[src/rtl/change_dispenser.sv]
// Greedy coin payout engine: turns a change amount into a stream of coin codes
// for the ejector, tracking a 4-bit stock counter per denomination.
module change_dispenser #(
  parameter int W          = 5,
  parameter int DEN3       = 10,
  parameter int DEN2       = 5,
  parameter int DEN1       = 2,
  parameter int STOCK_INIT = 8
) (
  input  logic         clk,
  input  logic         rst,
  input  logic         start,
  input  logic [W-1:0] change_in,
  input  logic         borrow_in,
  input  logic         load_stock,
  input  logic [15:0]  stock_in,
  output logic         coin_valid,
  output logic [1:0]   coin_code,
  input  logic         coin_ready,
  output logic         busy,
  output logic         done,
  output logic         err,
  output logic [W-1:0] remaining
);

  typedef enum logic [2:0] {
    ST_IDLE,
    ST_SELECT,
    ST_EMIT,
    ST_FINISH,
    ST_FAIL
  } state_t;

  localparam logic [3:0] L_STOCK_INIT = 4'(STOCK_INIT);

  state_t       r_state, w_state_next;
  logic [W-1:0] r_remaining, w_remaining_next;
  logic         r_coin_valid, w_coin_valid_next;
  logic [1:0]   r_coin_code, w_coin_code_next;
  logic [3:0]   r_stock [4];
  logic [3:0]   w_stock_next [4];

  logic [W-1:0] w_den [4];
  logic [3:0]   w_eligible;
  logic         w_sel_found;
  logic [1:0]   w_sel_code;

  assign w_den[0] = W'(1);
  assign w_den[1] = W'(DEN1);
  assign w_den[2] = W'(DEN2);
  assign w_den[3] = W'(DEN3);

  // A coin qualifies only if it fits in what is owed and is in stock, which
  // also guarantees the subtraction and stock decrement never wrap.
  generate
    for (genvar gi = 0; gi < 4; gi++) begin : g_elig
      assign w_eligible[gi] = (w_den[gi] <= r_remaining) && (r_stock[gi] != 4'd0);
    end
  endgenerate

  always_comb begin
    w_sel_found = |w_eligible;
    if (w_eligible[3])      w_sel_code = 2'd3;
    else if (w_eligible[2]) w_sel_code = 2'd2;
    else if (w_eligible[1]) w_sel_code = 2'd1;
    else                    w_sel_code = 2'd0;
  end

  always_comb begin
    w_state_next      = r_state;
    w_remaining_next  = r_remaining;
    w_coin_valid_next = r_coin_valid;
    w_coin_code_next  = r_coin_code;
    for (int i = 0; i < 4; i++) w_stock_next[i] = r_stock[i];

    case (r_state)
      ST_IDLE: begin
        if (start) begin
          w_remaining_next = change_in;
          w_state_next     = borrow_in ? ST_FAIL : ST_SELECT;
        end else if (load_stock) begin
          for (int i = 0; i < 4; i++) w_stock_next[i] = stock_in[4*i +: 4];
        end
      end
      ST_SELECT: begin
        if (r_remaining == '0) begin
          w_state_next = ST_FINISH;
        end else if (w_sel_found) begin
          w_coin_code_next  = w_sel_code;
          w_coin_valid_next = 1'b1;
          w_state_next      = ST_EMIT;
        end else begin
          w_state_next = ST_FAIL;
        end
      end
      ST_EMIT: begin
        if (coin_ready) begin
          w_remaining_next              = r_remaining - w_den[r_coin_code];
          w_stock_next[r_coin_code]     = r_stock[r_coin_code] - 4'd1;
          w_coin_valid_next             = 1'b0;
          w_state_next                  = ST_SELECT;
        end
      end
      ST_FINISH: w_state_next = ST_IDLE;
      ST_FAIL:   w_state_next = ST_IDLE;
      default:   w_state_next = ST_IDLE;
    endcase
  end

  always_ff @(posedge clk) begin
    if (rst) begin
      r_state      <= ST_IDLE;
      r_remaining  <= '0;
      r_coin_valid <= 1'b0;
      r_coin_code  <= 2'd0;
    end else begin
      r_state      <= w_state_next;
      r_remaining  <= w_remaining_next;
      r_coin_valid <= w_coin_valid_next;
      r_coin_code  <= w_coin_code_next;
    end
  end

  generate
    for (genvar gi = 0; gi < 4; gi++) begin : g_stock
      always_ff @(posedge clk) begin
        if (rst) r_stock[gi] <= L_STOCK_INIT;
        else     r_stock[gi] <= w_stock_next[gi];
      end
    end
  endgenerate

  assign coin_valid = r_coin_valid;
  assign coin_code  = r_coin_code;
  assign remaining  = r_remaining;
  assign busy       = (r_state != ST_IDLE);
  assign done       = (r_state == ST_FINISH) || (r_state == ST_FAIL);
  assign err        = (r_state == ST_FAIL);

endmodule

[config.mk]
export PLATFORM = sky130hd
export DESIGN_NAME = change_dispenser
export DESIGN_NICKNAME = d
export VERILOG_FILES = /design/src/rtl/change_dispenser.sv
export SDC_FILE = /design/constraint.sdc
export NUM_CORES = 1
export LEC_CHECK = 0
export BUFFER_PORTS_ARGS = -buffer_cell sky130_fd_sc_hd__buf_2
export CAP_MARGIN = 25
export CELL_PAD_IN_SITES_DETAIL_PLACEMENT = 1
export CELL_PAD_IN_SITES_GLOBAL_PLACEMENT = 2
export CORE_UTILIZATION = 32
export CTS_BUF_LIST = sky130_fd_sc_hd__clkbuf_8 sky130_fd_sc_hd__clkbuf_16
export CTS_CLUSTER_SIZE = 16
export DETAILED_ROUTE_END_ITERATION = 16
export PLACE_DENSITY_LB_ADDON = 0.15
export SKIP_LAST_GASP = 1
export SLEW_MARGIN = 20
export SYNTH_ARGS = -nofsm -noshare
export SYNTH_HDL_FRONTEND = slang
export SYNTH_SLANG_ARGS = --single-unit
export TNS_END_PERCENT = 100
[constraint.sdc]
create_clock -name clk -period 2.7 [get_ports clk]
set_clock_uncertainty 0.1 [all_clocks]
set_input_delay 0 -clock clk [delete_from_list [all_inputs] [get_ports clk]]
set_output_delay 0 -clock clk [all_outputs]
set_load 0.01 [all_outputs]
==> run summary, run 1 <==
All-layer global routing usage: 0.2075. For this design the ratio of total power to cell area is 564.5 nW/um^2. The number of H-tree branching levels was 2; the via count of the first global-routing pass was 1841.

The async set or reset register ratio after synthesis is 0. The CTS root buffer is clkbuf_8. The run gives 0.4401 as the final core utilization.

The tools report the number of max-cap violations as 0. Setup repair after global routing left no endpoint under its margin. The relative max-transition margin is 0.6348. Summed over all failing endpoints, the final setup total negative slack is 0 ns.

The detailed router finished its first iteration with 86 violations. After synthesis, the mean cell area works out to 8.629 um^2. The top cell types in the final layout, fill and taps aside, are buf_2, dfxtp_1, nor2_1, dlygate4sd3_1, o21ai_0. The count of nets left with antenna violations once routing finished came out at 0. Leaving out fill and tap cells, the most frequent cell in the layout is buf_2. The hold path depth works out to 4. The tools report the setup slack after layout as 0.4713 ns.

Measured along the x axis, the die boundary spans 75.99 um. The placed wire-length estimate is 4100 um. The overall routed net length was 5623 um. After detailed routing, the number of remaining DRC violations is 0. Via total after detailed routing: 1757. The share of the clock period used by the worst path after layout was 0.8254. The launch point of the worst reg-to-reg path is r_state[1].

The filler cells instantiated in the layout total 645. TritonCTS built the clock tree. By startpoint and endpoint, the worst setup path is classified as reg -> reg. Counting I/O delays and the setup requirement, the final critical path takes 2.229 ns. From synthesis to final layout, the design area changed by 30.79%. Biggest fanout along the worst timing path: 14. The final layout contains 298 nets. Among all flip-flop cells after synthesis, the most frequent one is dfxtp_1. In this run the count of I/O pins placed on the die edge is 38. The tools report the end of the worst register-to-register path as r_stock[2][3].

The floorplan step defined a die boundary enclosing 5774 um^2. The tree built by TritonCTS fans out to 29 sinks. Entering global routing, the biggest net connects 28 pins. Counting flops and latches in the post-synthesis netlist gives 29. Tracing the worst setup path back leads to its startpoint at r_state[1]. Class of the most critical hold timing path: in -> reg. The number of antenna violations at the first check in global routing was 0; the highest clock frequency the design can meet was 0.4487 GHz. In the final layout, flip-flops and latches occupy 580.6 um^2. The number of enable flip-flop cells after synthesis is 0, and the number of instances resized during post-cts repair is 0. The element type at the critical path start is a flop. For flop-to-flop paths, the worst setup slack is 0.47 ns. Using the TritonRoute via totals, the vias-per-cell ratio works out to 5.229. Data on the critical path is required at its endpoint by 2.77 ns. The logs give 0.3365 for the starting utilization of the core area and 0.29 ns for the clock latency reported for the late side of the worst-skew pair. Yosys printed 0 warnings.

For the pin with the worst max-slew slack, the measured transition is 0.5478 ns. The summed instance area of the synthesized netlist came out at 1752 um^2. For this design the static power due to leakage is 0.0009069 uW. The highest ir drop seen on vdd is 0.2457 mV.

For the number of buffers inserted during clock tree synthesis, the log shows 5. The data arrival at the endpoint of the critical path was 2.30 ns; the share of final-layout standard cells stronger than drive strength 1 was 0.2368. The tools report the first-pass iteration count of the detailed router as 4. Synthesis handed over a netlist of 203 instances. The run gives 0 as the number of hold violations in the final report.

Buffers placed on the I/O ports in this run total 37. The endpoint kind of the worst setup timing path is a flop. In the final layout, the multi-input gates occupy 1066 um^2. The depth of the worst register-to-register path is 6, and the core footprint is 5205 um^2. Counting distinct cell types in the post-synthesis netlist gives 48. Setup violations remaining at the end of the flow were counted as 0. Timing analysis after detailed placement gives a worst setup slack of 0.4533 ns. The buffer levels on the longest clock path was 2; the detailed-route wire length per cell was 16.74 um. Row generation in the floorplan step produced 26 rows. The total overflow left after global routing is 0. For the total count of max-transition violations in the final report, the log shows 0. The vertical extent of the die was 75.99 um; the number of nets in the synthesized netlist was 236. The worst setup path endpoint is r_stock[2][3]. The register clock-pin slew on the reported worst setup and hold paths came out at 0.07 ns.

0 antenna diodes ended up in the layout. At the end of routability-driven placement, the weighted congestion stood at 0.8353. The post-synthesis sequential area ratio was 0.3314.

Wire length of the first global-routing pass: 9356 um. The count of buffers added by post-CTS timing repair for setup was 0. The run finished with clean final reports.
repair_timing:
item | CTS | global route
hold endpoints to repair | 21 | 0
setup endpoints to repair | 0 | 0
hold buffers | 21 | 0
registers in the layout (all words and copies together) (netlist names), named ones only:
register    cells
r_state         3
coin_code       2
r_stock        16
coin_valid      1
remaining       5
cell usage after synthesis, drive strengths merged (3+ instances only):
cell type | count | area [um^2]
and2 | 4 | 25.02
nand2 | 12 | 45.04
nor2 | 23 | 86.33
dfxtp | 29 | 580.6
or2 | 3 | 18.77
buf | 3 | 15.01
nor2b | 3 | 18.77
o21ai | 17 | 85.08
nand3 | 6 | 30.03
a21oi | 10 | 50.05
ha | 5 | 62.56
mux4 | 4 | 97.59
clkbuf | 5 | 48.80
o22ai | 8 | 50.05
o31ai | 3 | 22.52
nand2b | 4 | 25.02
a211oi | 14 | 105.1
nor3 | 3 | 20.02
inv | 11 | 41.29
or4 | 3 | 22.52
a21boi | 4 | 52.55
cell families (layout without fill, tap and decap cells):
family	after synthesis	count (layout)	synth area share
AOI/OAI and AO/OA	71	71	0.2829
xor gates and xnor gates	3	3	0.01500
adders and majority gates	6	6	0.04714
buffers and inverters	19	82	0.06000
DFF	29	29	0.3314
muxes	4	4	0.05571
and+or+nand+nor	71	71	0.2079
cell type report:
type                       instances  area share
sequential                        29      0.2534
inverter                          11     0.01802
clock buffer                       5     0.03004
clock inverter                     3    0.006008
timing repair buffer              63      0.1890
tap                               70     0.03823
multi-input combinational        155      0.4653
through the flow:
stage	total power, uW	hold slack (ns)	std cells	cell area (um^2)
2_1_floorplan	794.7	0.004681	203	1752
3_3_place_gp	920.4	0.1336	307	1998
3_5_place_dp	920.6	0.1397	307	1998
4_1_cts	1302	0.01112	336	2291
5_1_grt	1373	0.08130	336	2291
6_report	1293	0.01177	336	2291
worst min-delay path by stage:
stage	startpoint	endpoint	slack [ns]
floorplan	coin_ready	r_state[1]	0.005
global placement	stock_in[15]	r_stock[3][3]	0.13
detailed placement	stock_in[15]	r_stock[3][3]	0.14
CTS	stock_in[7]	r_stock[1][3]	0.01
global route	borrow_in	r_state[2]	0.08
finish	stock_in[7]	r_stock[1][3]	0.01
metal layers:
metal | up-vias | global-route usage | part of all wire
met5 | - | 0 | 0
met4 | 0 | 0.08077 | 0.017
met3 | 10 | 0.03234 | 0.040
met2 | 41 | 0.3182 | 0.43
met1 | 824 | 0.2915 | 0.51
li1 | 882 | - | -
report_power, final:
part,switching (uW),leakage (uW),internal (uW)
clock network,183,0.0000491,175
logic,213,0.000620,191
registers,56.7,0.000238,475
critical path, cell delays in order (launching register included):
cell and delay [ns]:
dfxtp_1 0.45, or3b_4 0.46, a21boi_4 0.32, a21boi_2 0.35
inv_1 0.08, a221oi_1 0.25, o31ai_1 0.10
(Power assumes the default switching activity.)
==> inputs of run 2 (changes only) <==
==> constraint.sdc (replaced) <==
create_clock -name clk -period 2.1 [get_ports clk]
set_clock_uncertainty 0.1 [all_clocks]
set_input_delay 0 -clock clk [delete_from_list [all_inputs] [get_ports clk]]
set_output_delay 0 -clock clk [all_outputs]
set_load 0.01 [all_outputs]
==> run 2 against run 1 <==
Compared with the run above: first-iteration DRC count fell by 30%; power grew 38%; via count is 2.6% higher; sequential share of layout area fell by 1.3 points; cell area is 6.0% higher; non-clock buffer count is 14 higher; largest cell class unchanged; largest power group unchanged.
==> run summary, run 2 (synthesis gave the netlist of run 1 again) <==
In this run the worst hold path is classified as in -> reg. The tools report the power after layout as 1790 uW. The startpoint identified for the worst hold timing path is stock_in[4]. The register with the most flip-flops in the layout has 16 of them.

The floorplan step defined a die boundary enclosing 5774 um^2. IR analysis of the VDD net gives a maximum drop of 0.3362 mV. The post-place setup slack came out at -0.009418 ns. Register containing the most flip-flops in the final layout: r_stock. The starting utilization of the core area is 0.3365, and the global placement routability congestion is 0.8312. The tree built by TritonCTS fans out to 29 sinks. TritonCTS built the clock tree.

The logs give 28 for the maximum number of pins on one net before global-route repair and 0 for the number of antenna repair diodes. In this run the remaining antenna-violating nets after routing total 0. The first global-routing pass estimated 9384 um of wire. For the sequential share of power, the log shows 0.373. The overall routed net length is 5778 um, and the total count of max-transition violations in the final report is 0. The power share of the clock group was 0.294. The tools report the element type at the critical path start as a flop. The number of hold violations in the final report is 0. In this run the tool buffered the top-level ports with 37 buffer cells. In this run the core area contains 26 standard-cell rows. Summed over all failing endpoints, the final setup total negative slack is 0 ns. The detailed-route vias per instance came out at 5.149. The clock tree synthesis step divided the H-tree into 2 levels.

The region available for standard cell placement spans 5205 um^2. The combinational fraction of design power is 0.334, and the placed instance area is 2111 um^2. Fill cells in the final layout number 661. The vertical extent of the die is 75.99 um, and the reg2reg setup slack is 0.1 ns. The library cells used most frequently in the layout, excluding fill and tap cells, are buf_2, dfxtp_1, nor2_1, dlygate4sd3_1, buf_4. Buffer levels on the longest clock path: 2. The startpoint-to-endpoint class of the critical path is reg -> reg. Area added between synthesis and finish: 38.57%.

The register clock-pin slew on the reported worst setup and hold paths was 0.07 ns; the switching power was 590.0 uW. The number of antenna violations at the first check in global routing came out at 0. For the setup slack after layout, the log shows 0.09764 ns. The flow ran to the end, and the final reports show no timing, DRC or antenna violations. At the pin with the least slew margin, the transition time is 0.5761 ns. All-layer global routing usage: 0.2063.

The final standard cell area without fillers is 2427 um^2. Clock tree synthesis selected as its root buffer the cell clkbuf_8. For this run, the top clock speed supported by timing is 0.4994 GHz. The tools report the via count of the first global-routing pass as 1855. The minimum period implied by the final worst setup slack works out to 2.002 ns. The worst hold path passes through 3 cells.

The placed wire-length estimate is 4260 um, and the number of failing setup endpoints in the final timing report is 0. Global routing finished with a remaining overflow of 0. The count of pins on the block boundary was 38; the DRC violation total after the first TritonRoute iteration was 60. For the worst-skew pair, the clock arrives at the later sink with an insertion delay of 0.28 ns.

The biggest fanout along the worst timing path works out to 4. For this run, the post-layout net count is 312. The logs give 0 for the post-detailed-route DRC marker count and 0.0009844 uW for the static leakage. The die is 75.99 um wide. The tools report the relative max-transition margin as 0.6159. The share of the clock period used by the worst path after layout was 0.9535; the count of buffers added by post-CTS timing repair for setup was 0.

The number of buffers inserted during clock tree synthesis was 5. The worst setup path is captured at a flop. Number of max-cap violations: 0. The library cell used most frequently in the layout, excluding fill and tap cells, is buf_2. The via total after detailed routing is 1802, and the share of final-layout standard cells stronger than drive strength 1 is 0.3036. The worst register-to-register path has a depth of 6. Following the worst setup path forward leads to its endpoint at r_stock[3][2]. For the data arrival at the endpoint of the critical path, the log shows 2.09 ns.

In this run the power density over the cells is 737.3 nW/um^2. The end of the worst register-to-register path is r_stock[3][2]. In the final routed layout, each cell accounts on average for 16.51 um.

Data on the critical path is required at its endpoint by 2.19 ns. The internal portion of the total power is 1200 uW. The pre-antenna-repair detailed-routing pass consisted of 4 iterations. Switching portion of total power: 0.3297.
## run 2: cell count changes in the layout (fill, tap and decap cells not counted), moves of 2 or more
cell	delta
dfxtp_1	-2
dfxtp_2	+2
buf_4	+15
clkbuf_8	+2
## run 2: what timing repair did
item,4_1_cts,5_1_grt
endpoints found under the setup margin,4,12
cloned,0,0
endpoints found under the hold margin,20,0
gates resized for setup,1,5
hold buffers,20,0
## run 2: area by class of cell
| type | instances | area [um^2] | area share |
|---|---|---|---|
| inverter | 11 | 41.29 | 0.01701 |
| clock inverter | 1 | 5.005 | 0.002062 |
| timing repair buffer | 77 | 535.5 | 0.2206 |
| sequential | 29 | 583.1 | 0.2402 |
| clock buffer | 7 | 96.34 | 0.03969 |
| tap | 70 | 87.58 | 0.03608 |
| multi-input combinational | 155 | 1079 | 0.4443 |
## run 2: metrics by stage
stage,hold WS [ns],util,std cells
after global routing,0.02483,0.4663,350
after detailed placement,0.1286,0.4055,322
final,0.01333,0.4663,350
after CTS,0.006092,0.4639,350
after global placement,0.1343,0.4055,322
after floorplan,0.004681,-,203
## run 2: worst min-delay path by stage
stage | endpoint | slack [ns]
2_1_floorplan | r_state[1] | 0.005
4_1_cts | r_stock[1][0] | 0.006
3_3_place_gp | r_stock[3][3] | 0.13
5_1_grt | r_stock[1][0] | 0.02
3_5_place_dp | r_stock[3][3] | 0.13
6_report | r_stock[1][0] | 0.01
## run 2: metal layers
metal / routed length, um / global-route usage
met1: 2903 / 0.2890
met2: 2642 / 0.3273
met3: 179 / 0.03114
met4: 53 / 0.06154
met5: 0 / 0
## run 2: power by group through the flow
stage	combinational (uW)	sequential, uW	clock, uW
floorplan	347	675	0
CTS	593	664	537
finish	597	667	525
global placement	557	675	0
detailed placement	561	676	0
global route	663	674	558
## run 2: critical path: stages, from the launching register on
cell and delay, ns:
dfxtp_2 0.39, mux4_2 0.58, inv_1 0.13, ha_1 0.18
xor2_1 0.17, nor2_2 0.10, a311oi_1 0.26
